File: src/rtl/booth_seq_divider_pkg.sv
// Shared arithmetic package for the sequential Booth multiplier / divider pair.
//
// Contents:
//   state_e     FSM state encoding used by the sequential datapaths
//   clog2()     ceiling log2, used to size iteration counters (clog2(N+1))
//   twos_neg()  two's-complement negate on a 32-bit container
//   twos_abs()  magnitude of a two's-complement value given its sign bit
//
// Users zero-extend an N-bit operand to 32 bits, call the helper, and
// truncate the result back to N bits. Negation is correct modulo 2^N, so the
// N-bit slice of the 32-bit result is the N-bit answer for any N <= 32.
package booth_seq_divider_pkg;

  typedef enum logic [1:0] {
    S_IDLE = 2'd0,
    S_CALC = 2'd1,
    S_DONE = 2'd2
  } state_e;

  localparam int HELPER_W = 32;

  // Number of bits needed to hold values 0 .. value-1.
  function automatic int clog2(input int value);
    int result;
    int span;
    result = 0;
    span   = 1;
    while (span < value) begin
      span   = span * 2;
      result = result + 1;
    end
    return result;
  endfunction

  function automatic logic [HELPER_W-1:0] twos_neg(input logic [HELPER_W-1:0] a);
    return ~a + 32'd1;
  endfunction

  // The most negative N-bit value maps onto 2^(N-1), which is still
  // representable as an N-bit unsigned magnitude.
  function automatic logic [HELPER_W-1:0] twos_abs(input logic [HELPER_W-1:0] a,
                                                   input logic is_neg);
    return is_neg ? twos_neg(a) : a;
  endfunction

endpackage

File: src/rtl/booth_seq_divider_if.sv
// Handshake and data bundle of the sequential divider.
//
// Signals (N = operand width):
//   start  request, sampled by the divider only while idle
//   X, Y   signed dividend / divisor, captured on acceptance
//   valid  one-cycle pulse when Q/R/ovf/dz are updated
//   busy   high while an accepted operation is in progress
//   Q, R   signed quotient / remainder
//   ovf    -2^(N-1) / -1 overflow flag
//   dz     divide-by-zero flag
//
// Modports: master drives requests (arithmetic unit side), slave is the divider.
interface booth_seq_divider_if #(
  parameter int N = 4
);
  logic         start;
  logic [N-1:0] X;
  logic [N-1:0] Y;
  logic         valid;
  logic         busy;
  logic [N-1:0] Q;
  logic [N-1:0] R;
  logic         ovf;
  logic         dz;

  modport master (
    output start, X, Y,
    input  valid, busy, Q, R, ovf, dz
  );

  modport slave (
    input  start, X, Y,
    output valid, busy, Q, R, ovf, dz
  );

endinterface

File: src/rtl/booth_div_step.sv
// One restoring-division iteration, purely combinational.
//
// Ports:
//   rem_in   (N+1) partial remainder before this step
//   bit_in   next dividend bit (MSB first)
//   divisor  N-bit unsigned divisor magnitude
//   rem_out  (N+1) partial remainder after this step
//   q_bit    quotient bit produced by this step
//
// The shifted remainder is held one bit wider than rem_in so the compare
// against the divisor never overflows, including the divide-by-zero case
// where the remainder simply accumulates the dividend.
module booth_div_step #(
  parameter int N = 4
) (
  input  logic [N:0]   rem_in,
  input  logic         bit_in,
  input  logic [N-1:0] divisor,
  output logic [N:0]   rem_out,
  output logic         q_bit
);

  localparam int W_SH  = N + 2;
  localparam int W_REM = N + 1;

  logic [W_SH-1:0] shifted;
  logic [W_SH-1:0] div_ext;

  always_comb begin
    shifted = {rem_in, bit_in};
    div_ext = {2'b00, divisor};
    // trial >= 0 is the same as shifted >= divisor; keep the difference,
    // otherwise restore by passing the shifted remainder through.
    q_bit   = (shifted >= div_ext);
    rem_out = q_bit ? W_REM'(shifted - div_ext) : shifted[N:0];
  end

endmodule

File: src/rtl/booth_seq_divider.sv
// Sequential signed integer divider, one restoring step per clock.
//
// Computes Q = X / Y truncated toward zero and R = X - Q*Y (R takes the sign
// of X). Operands are converted to magnitudes on acceptance, divided as
// unsigned numbers over N CALC cycles, and the signs are reapplied in DONE.
// -2^(N-1) / -1 wraps to Q = -2^(N-1), R = 0 and raises ovf.
//
// Ports:
//   clk    rising-edge clock
//   rst    asynchronous, active-low reset
//   bus    booth_seq_divider_if slave modport (start/X/Y in; valid/busy/Q/R/ovf/dz out)
//
// Latency: start sampled at edge 0, valid high after edge N+1.
//
// Configuration macro BOOTH_DIV_DZ_DETECT_EN:
//   defined   Y = 0 is caught on acceptance, CALC is skipped, result is
//             Q = 0, R = X, dz = 1 with valid after edge 1.
//   undefined dz stays 0 and the full sequence runs, which yields
//             Q = (X<0) ? 1 : -1 and R = X.
module booth_seq_divider
  import booth_seq_divider_pkg::*;
#(
  parameter int N = 4
) (
  input  logic                  clk,
  input  logic                  rst,
  booth_seq_divider_if.slave    bus
);

  localparam int               CNT_W    = clog2(N + 1);
  localparam logic [CNT_W-1:0] LAST_CNT = CNT_W'(N - 1);
  localparam logic [N-1:0]     MIN_VAL  = {1'b1, {(N-1){1'b0}}};
  localparam logic [N-1:0]     NEG_ONE  = {N{1'b1}};

  // N-bit two's-complement negate built on the shared helper.
  function automatic logic [N-1:0] neg_n(input logic [N-1:0] a);
    return N'(twos_neg(32'(a)));
  endfunction

  state_e           state_q, state_d;
  // Dividend magnitude shifts out MSB-first while quotient bits shift in at
  // the LSB, so after N steps this register holds the quotient magnitude.
  logic [N-1:0]     dvd_q, dvd_d;
  logic [N-1:0]     dvs_q, dvs_d;
  logic [N:0]       rem_q, rem_d;
  logic [CNT_W-1:0] cnt_q, cnt_d;
  logic             sx_q, sx_d;
  logic             sy_q, sy_d;
  logic             ovf_pend_q, ovf_pend_d;
  logic             dz_pend_q, dz_pend_d;

  logic             valid_q, valid_d;
  logic             busy_q, busy_d;
  logic [N-1:0]     quo_q, quo_d;
  logic [N-1:0]     rmd_q, rmd_d;
  logic             ovf_q, ovf_d;
  logic             dz_q, dz_d;

  logic [N-1:0]     x_mag;
  logic [N-1:0]     y_mag;
  logic [N:0]       step_rem;
  logic             step_q;
  logic [N-1:0]     rem_mag;

  booth_div_step #(
    .N (N)
  ) u_step (
    .rem_in  (rem_q),
    .bit_in  (dvd_q[N-1]),
    .divisor (dvs_q),
    .rem_out (step_rem),
    .q_bit   (step_q)
  );

  always_comb begin
    x_mag = N'(twos_abs(32'(bus.X), bus.X[N-1]));
    y_mag = N'(twos_abs(32'(bus.Y), bus.Y[N-1]));
  end

  always_comb begin
    state_d    = state_q;
    dvd_d      = dvd_q;
    dvs_d      = dvs_q;
    rem_d      = rem_q;
    cnt_d      = cnt_q;
    sx_d       = sx_q;
    sy_d       = sy_q;
    ovf_pend_d = ovf_pend_q;
    dz_pend_d  = dz_pend_q;
    valid_d    = 1'b0;
    busy_d     = busy_q;
    quo_d      = quo_q;
    rmd_d      = rmd_q;
    ovf_d      = ovf_q;
    dz_d       = dz_q;
    // On a detected divide-by-zero the dividend register was never shifted,
    // so it still holds |X| and is used as the remainder magnitude.
    rem_mag    = dz_pend_q ? dvd_q : rem_q[N-1:0];

    unique case (state_q)
      S_IDLE: begin
        if (bus.start) begin
          dvd_d      = x_mag;
          dvs_d      = y_mag;
          sx_d       = bus.X[N-1];
          sy_d       = bus.Y[N-1];
          rem_d      = '0;
          cnt_d      = '0;
          ovf_pend_d = (bus.X == MIN_VAL) && (bus.Y == NEG_ONE);
          busy_d     = 1'b1;
`ifdef BOOTH_DIV_DZ_DETECT_EN
          dz_pend_d  = (bus.Y == '0);
          state_d    = (bus.Y == '0) ? S_DONE : S_CALC;
`else
          dz_pend_d  = 1'b0;
          state_d    = S_CALC;
`endif
        end
      end

      S_CALC: begin
        rem_d = step_rem;
        dvd_d = {dvd_q[N-2:0], step_q};
        cnt_d = cnt_q + CNT_W'(1);
        if (cnt_q == LAST_CNT) begin
          state_d = S_DONE;
        end
      end

      S_DONE: begin
        valid_d = 1'b1;
        busy_d  = 1'b0;
        state_d = S_IDLE;
        ovf_d   = ovf_pend_q;
        dz_d    = dz_pend_q;
        rmd_d   = sx_q ? neg_n(rem_mag) : rem_mag;
        if (dz_pend_q) begin
          quo_d = '0;
        end else begin
          quo_d = (sx_q ^ sy_q) ? neg_n(dvd_q) : dvd_q;
        end
      end

      default: begin
        state_d = S_IDLE;
      end
    endcase
  end

  always_ff @(posedge clk or negedge rst) begin
    if (!rst) begin
      state_q    <= S_IDLE;
      dvd_q      <= '0;
      dvs_q      <= '0;
      rem_q      <= '0;
      cnt_q      <= '0;
      sx_q       <= 1'b0;
      sy_q       <= 1'b0;
      ovf_pend_q <= 1'b0;
      dz_pend_q  <= 1'b0;
      valid_q    <= 1'b0;
      busy_q     <= 1'b0;
      quo_q      <= '0;
      rmd_q      <= '0;
      ovf_q      <= 1'b0;
      dz_q       <= 1'b0;
    end else begin
      state_q    <= state_d;
      dvd_q      <= dvd_d;
      dvs_q      <= dvs_d;
      rem_q      <= rem_d;
      cnt_q      <= cnt_d;
      sx_q       <= sx_d;
      sy_q       <= sy_d;
      ovf_pend_q <= ovf_pend_d;
      dz_pend_q  <= dz_pend_d;
      valid_q    <= valid_d;
      busy_q     <= busy_d;
      quo_q      <= quo_d;
      rmd_q      <= rmd_d;
      ovf_q      <= ovf_d;
      dz_q       <= dz_d;
    end
  end

  assign bus.valid = valid_q;
  assign bus.busy  = busy_q;
  assign bus.Q     = quo_q;
  assign bus.R     = rmd_q;
  assign bus.ovf   = ovf_q;
  assign bus.dz    = dz_q;

endmodule

File: src/flat_wrapper.sv
// flat-port wrapper written by rule: the top's interface ports become plain ports
module booth_seq_divider_flat import booth_seq_divider_pkg::*;
#(
  parameter int N = 4
)
  (clk, rst, bus_start, bus_X, bus_Y, bus_valid, bus_busy, bus_Q, bus_R, bus_ovf, bus_dz);
  booth_seq_divider_if #(.N(N)) bus_i ();
  input  logic clk;
  input  logic rst;
  input wire logic [$bits(bus_i.start)-1:0] bus_start;
  input wire logic [$bits(bus_i.X)-1:0] bus_X;
  input wire logic [$bits(bus_i.Y)-1:0] bus_Y;
  output wire logic [$bits(bus_i.valid)-1:0] bus_valid;
  output wire logic [$bits(bus_i.busy)-1:0] bus_busy;
  output wire logic [$bits(bus_i.Q)-1:0] bus_Q;
  output wire logic [$bits(bus_i.R)-1:0] bus_R;
  output wire logic [$bits(bus_i.ovf)-1:0] bus_ovf;
  output wire logic [$bits(bus_i.dz)-1:0] bus_dz;
  assign bus_i.start = bus_start;
  assign bus_i.X = bus_X;
  assign bus_i.Y = bus_Y;
  assign bus_valid = bus_i.valid;
  assign bus_busy = bus_i.busy;
  assign bus_Q = bus_i.Q;
  assign bus_R = bus_i.R;
  assign bus_ovf = bus_i.ovf;
  assign bus_dz = bus_i.dz;
  booth_seq_divider #(.N(N)) u_core (.clk(clk), .rst(rst), .bus(bus_i));
endmodule
File: config.mk
export PLATFORM = sky130hd
export DESIGN_NAME = booth_seq_divider_flat
export DESIGN_NICKNAME = d
export VERILOG_FILES = /design/src/rtl/booth_seq_divider_pkg.sv /design/src/rtl/booth_seq_divider_if.sv /design/src/rtl/booth_div_step.sv /design/src/rtl/booth_seq_divider.sv /design/src/flat_wrapper.sv
export SDC_FILE = /design/constraint.sdc
export NUM_CORES = 1
export LEC_CHECK = 0
export CELL_PAD_IN_SITES_DETAIL_PLACEMENT = 0
export CELL_PAD_IN_SITES_GLOBAL_PLACEMENT = 2
export CORE_MARGIN = 2
export CORE_UTILIZATION = 29
export CTS_BUF_LIST = sky130_fd_sc_hd__clkbuf_16
export DETAILED_ROUTE_END_ITERATION = 10
export GPL_TIMING_DRIVEN = 0
export HOLD_SLACK_MARGIN = 0.03
export PLACE_DENSITY = 0.8
export SYNTH_ARGS = -nofsm -noshare
export SYNTH_HDL_FRONTEND = slang
export SYNTH_SLANG_ARGS = --single-unit
File: constraint.sdc
create_clock -name clk -period 2.02 [get_ports clk]
set_clock_uncertainty 0.05 [all_clocks]
set_input_delay 0.505 -clock clk [delete_from_list [all_inputs] [get_ports clk]]
set_output_delay 0.505 -clock clk [all_outputs]
set_load 0.03 [all_outputs]
==> flow_summary.toml <==
[outcome]
status = "complete, no violations"

[logic_synthesis]
synth_top_area_share_pct = 47.2
synth_area_mm2 = 0.00170
syn-mean-instance-area_um2 = 9.54
ys_seq_area_share_pct = 47.2
synthFlopType = "dfrtp_1"
synthArstFlopShare_pct = 100
yosysTopAreaCell = "dfrtp_1"
syn_inst = 178
synth-edff-count = 0
yosys-top-cells-area = "dfrtp_1 (47%), ha_1 (8.1%), nand2_1 (7.7%)"
yosysWarnings = 0
synth_cell_type_count = 39
yosys_register_bits = 32
synthesis.nets = 201

[sta]
period_needed_ns = 1.99
rsz0062_at_grt = "true"
setup_viol = 0
slew_viol_final = 0
hold_violations = 0
worst_pin_slew_ns = 0.718
fin_ws_ns = 0.0311
maxSlewHeadroom_pct = 52.1
final.period_utilization_pct = 98.5
fmax_ghz = 0.503

[global_routing]
antenna_found_initial = 0
grt_max_degree = 33
grt_pass1_wl_um = 6250
overflow = 0
grt_pass1_vias = 1343
grtUsageTotal_pct = 12.6

[layout]
multi_input_area_um2 = 841
fin_nets = 237
mostFrequentLayoutCell = "nand2_1"
instances_no_fill = 287
syn2layout_area_growth_pct = 32.2
antennaDiodeCount = 0
drive_gt1_share_pct = 13.0
regArea_um2 = 801
fillers = 583
final_util_pct = 40.3
final_cell_mix = "nand2_1 (35), dfrtp_1 (32), clkdlybuf4s50_1 (20)"

[floorplanning]
io_pins = 23
die_area_mm2 = 0.00648
rows = 27
design.core.area_mm2 = 0.00557
start_util_pct = 30.5
die_h_um = 80.5
die_w_um = 80.5

[worst_setup_path]
crit_arrival_ns = 2.13
cp.required_ns = 2.16
path_max_fanout = 2
r2r-start = "u_core.dvd_q[3]"
crit_path_end_kind = "flop"
crit_type = "flop to flop"
critPathLaunch = "u_core.dvd_q[3]"
start_kind = "flop"

[route]
drt-pass1-iter-count = 6
finalWirelength_um = 3710
postRouteAntennaNets = 0
via_count = 1342
detail_route.wl_per_cell_um = 12.9
drc_errors = 0
viasPerCell = 4.68
drt_iter0_markers = 45

[power]
power.share.switching_pct = 39.1
comb_power_share_pct = 49.6
p_int_mw = 2.42
peakVddDrop_mv = 0.629
power.density_mw_per_mm2 = 1770
clockPowerShare_pct = 21.1
power.leakage_nw = 1.02
switching_power_mw = 1.56
seqPwrFrac_pct = 29.3

[placed_design]
portBuffers = 21
hpwl_um = 2640
place_inst = 271
pre_cts_slack_ns = -0.168
place.gp.congestion = 0.785

[clock_tree]
clockBufferDepth = 2
cts.sinks = 32
numCtsBuffers = 5
clkTransAtPathRegs_ns = 0.06
insertion_delay_ns = 0.27
clock-root-buffer = "clkbuf_16"
cts_tree = "built"
cts_htree_levels = 2

[hold_path]
hold_path_class = "input pin to async pin"

[run]
drv_cap = 0
[final timing paths]
check,slack (ns),to,depth (start not counted)
worst max register to register,0.03,u_core.rem_q[4],8
worst max-delay path,0.03,u_core.rem_q[4],8
worst min register to register,0.42,u_core.bus.busy,2
min in group clk,0.42,u_core.bus.busy,2
max in group asynchronous,1.22,u_core.dvs_q[0],1
worst min-delay path,0.24,u_core.dvd_q[3],1
[flip-flops by register name, indices dropped and copies added (netlist names), 2 cells and up]
name	count
u_core.cnt_q	3
u_core.dvs_q	4
u_core.bus.Q	4
u_core.bus.R	4
u_core.rem_q	5
u_core.state_q	2
u_core.dvd_q	4
[stage by stage]
step	TNS, ns	area (um2)	power, mW	hold WS [ns]
after detailed placement	-0.433	2000	2.94	0.414
after global placement	-10.06	2000	2.92	0.411
after CTS	0	2210	3.94	0.275
after floorplan	-0.0124	1700	2.40	0.159
final	0	2240	3.97	0.237
after global routing	-0.0253	2240	4.31	0.296
[cells in the mapped netlist (4+ instances only)]
master	number
dfrtp_1	32
ha_1	11
inv_1	15
nand2_1	35
nand2b_1	6
nand4_1	4
nor2_1	6
o21ai_0	18
xnor2_1	7
[power groups by stage]
stage / combinational (mW) / clock (mW) / sequential, mW
floorplan: 1.09 / 0 / 1.30
global placement: 1.75 / 0 / 1.17
detailed placement: 1.76 / 0 / 1.17
CTS: 1.92 / 0.856 / 1.16
global route: 2.23 / 0.883 / 1.20
finish: 1.97 / 0.839 / 1.16
[area by class of cell]
type,instances,share of cell area [%]
Buffer,5,1.06
Clock buffer,5,5.57
Clock inverter,3,1.73
Inverter,16,2.68
Multi-Input combinational cell,125,37.5
Sequential cell,32,35.7
Tap cell,72,4.01
Timing Repair Buffer,29,11.8
[routing by layer]
layer  vias to the layer above  GRT usage [%]  routed length, um
met5                         -              0                  0
met2                        27           20.6               1750
met1                       624           15.8               1750
met3                         8           3.37                119
li1                        683              -                  -
met4                         0           4.92                 85
[kinds of logic after synthesis]
group / synth area share (%)
and+or+nand+nor: 16.9
buffers and inverters: 4.94
xor gates and xnor gates: 4.64
other: 0.221
DFF: 47.2
adders and majority gates: 9.29
AOI/OAI and AO/OA: 14.4
muxes: 2.43
[worst max-delay path, stage by stage, from the launching register on]
cell      delay [ns]
dfrtp_1         0.39
inv_2           0.09
ha_4            0.14
inv_2           0.03
fa_2            0.33
a21o_1          0.21
a21oi_4         0.12
or4b_1          0.44
o211ai_1        0.11
[timing repair]
item	in CTS	in global routing
hold buffers	0	0
resized for setup	4	3
pin swaps	5	5
buffers inserted	5	3
setup endpoints to repair	6	6
No activity file was read; power rests on OpenSTA's default activity.
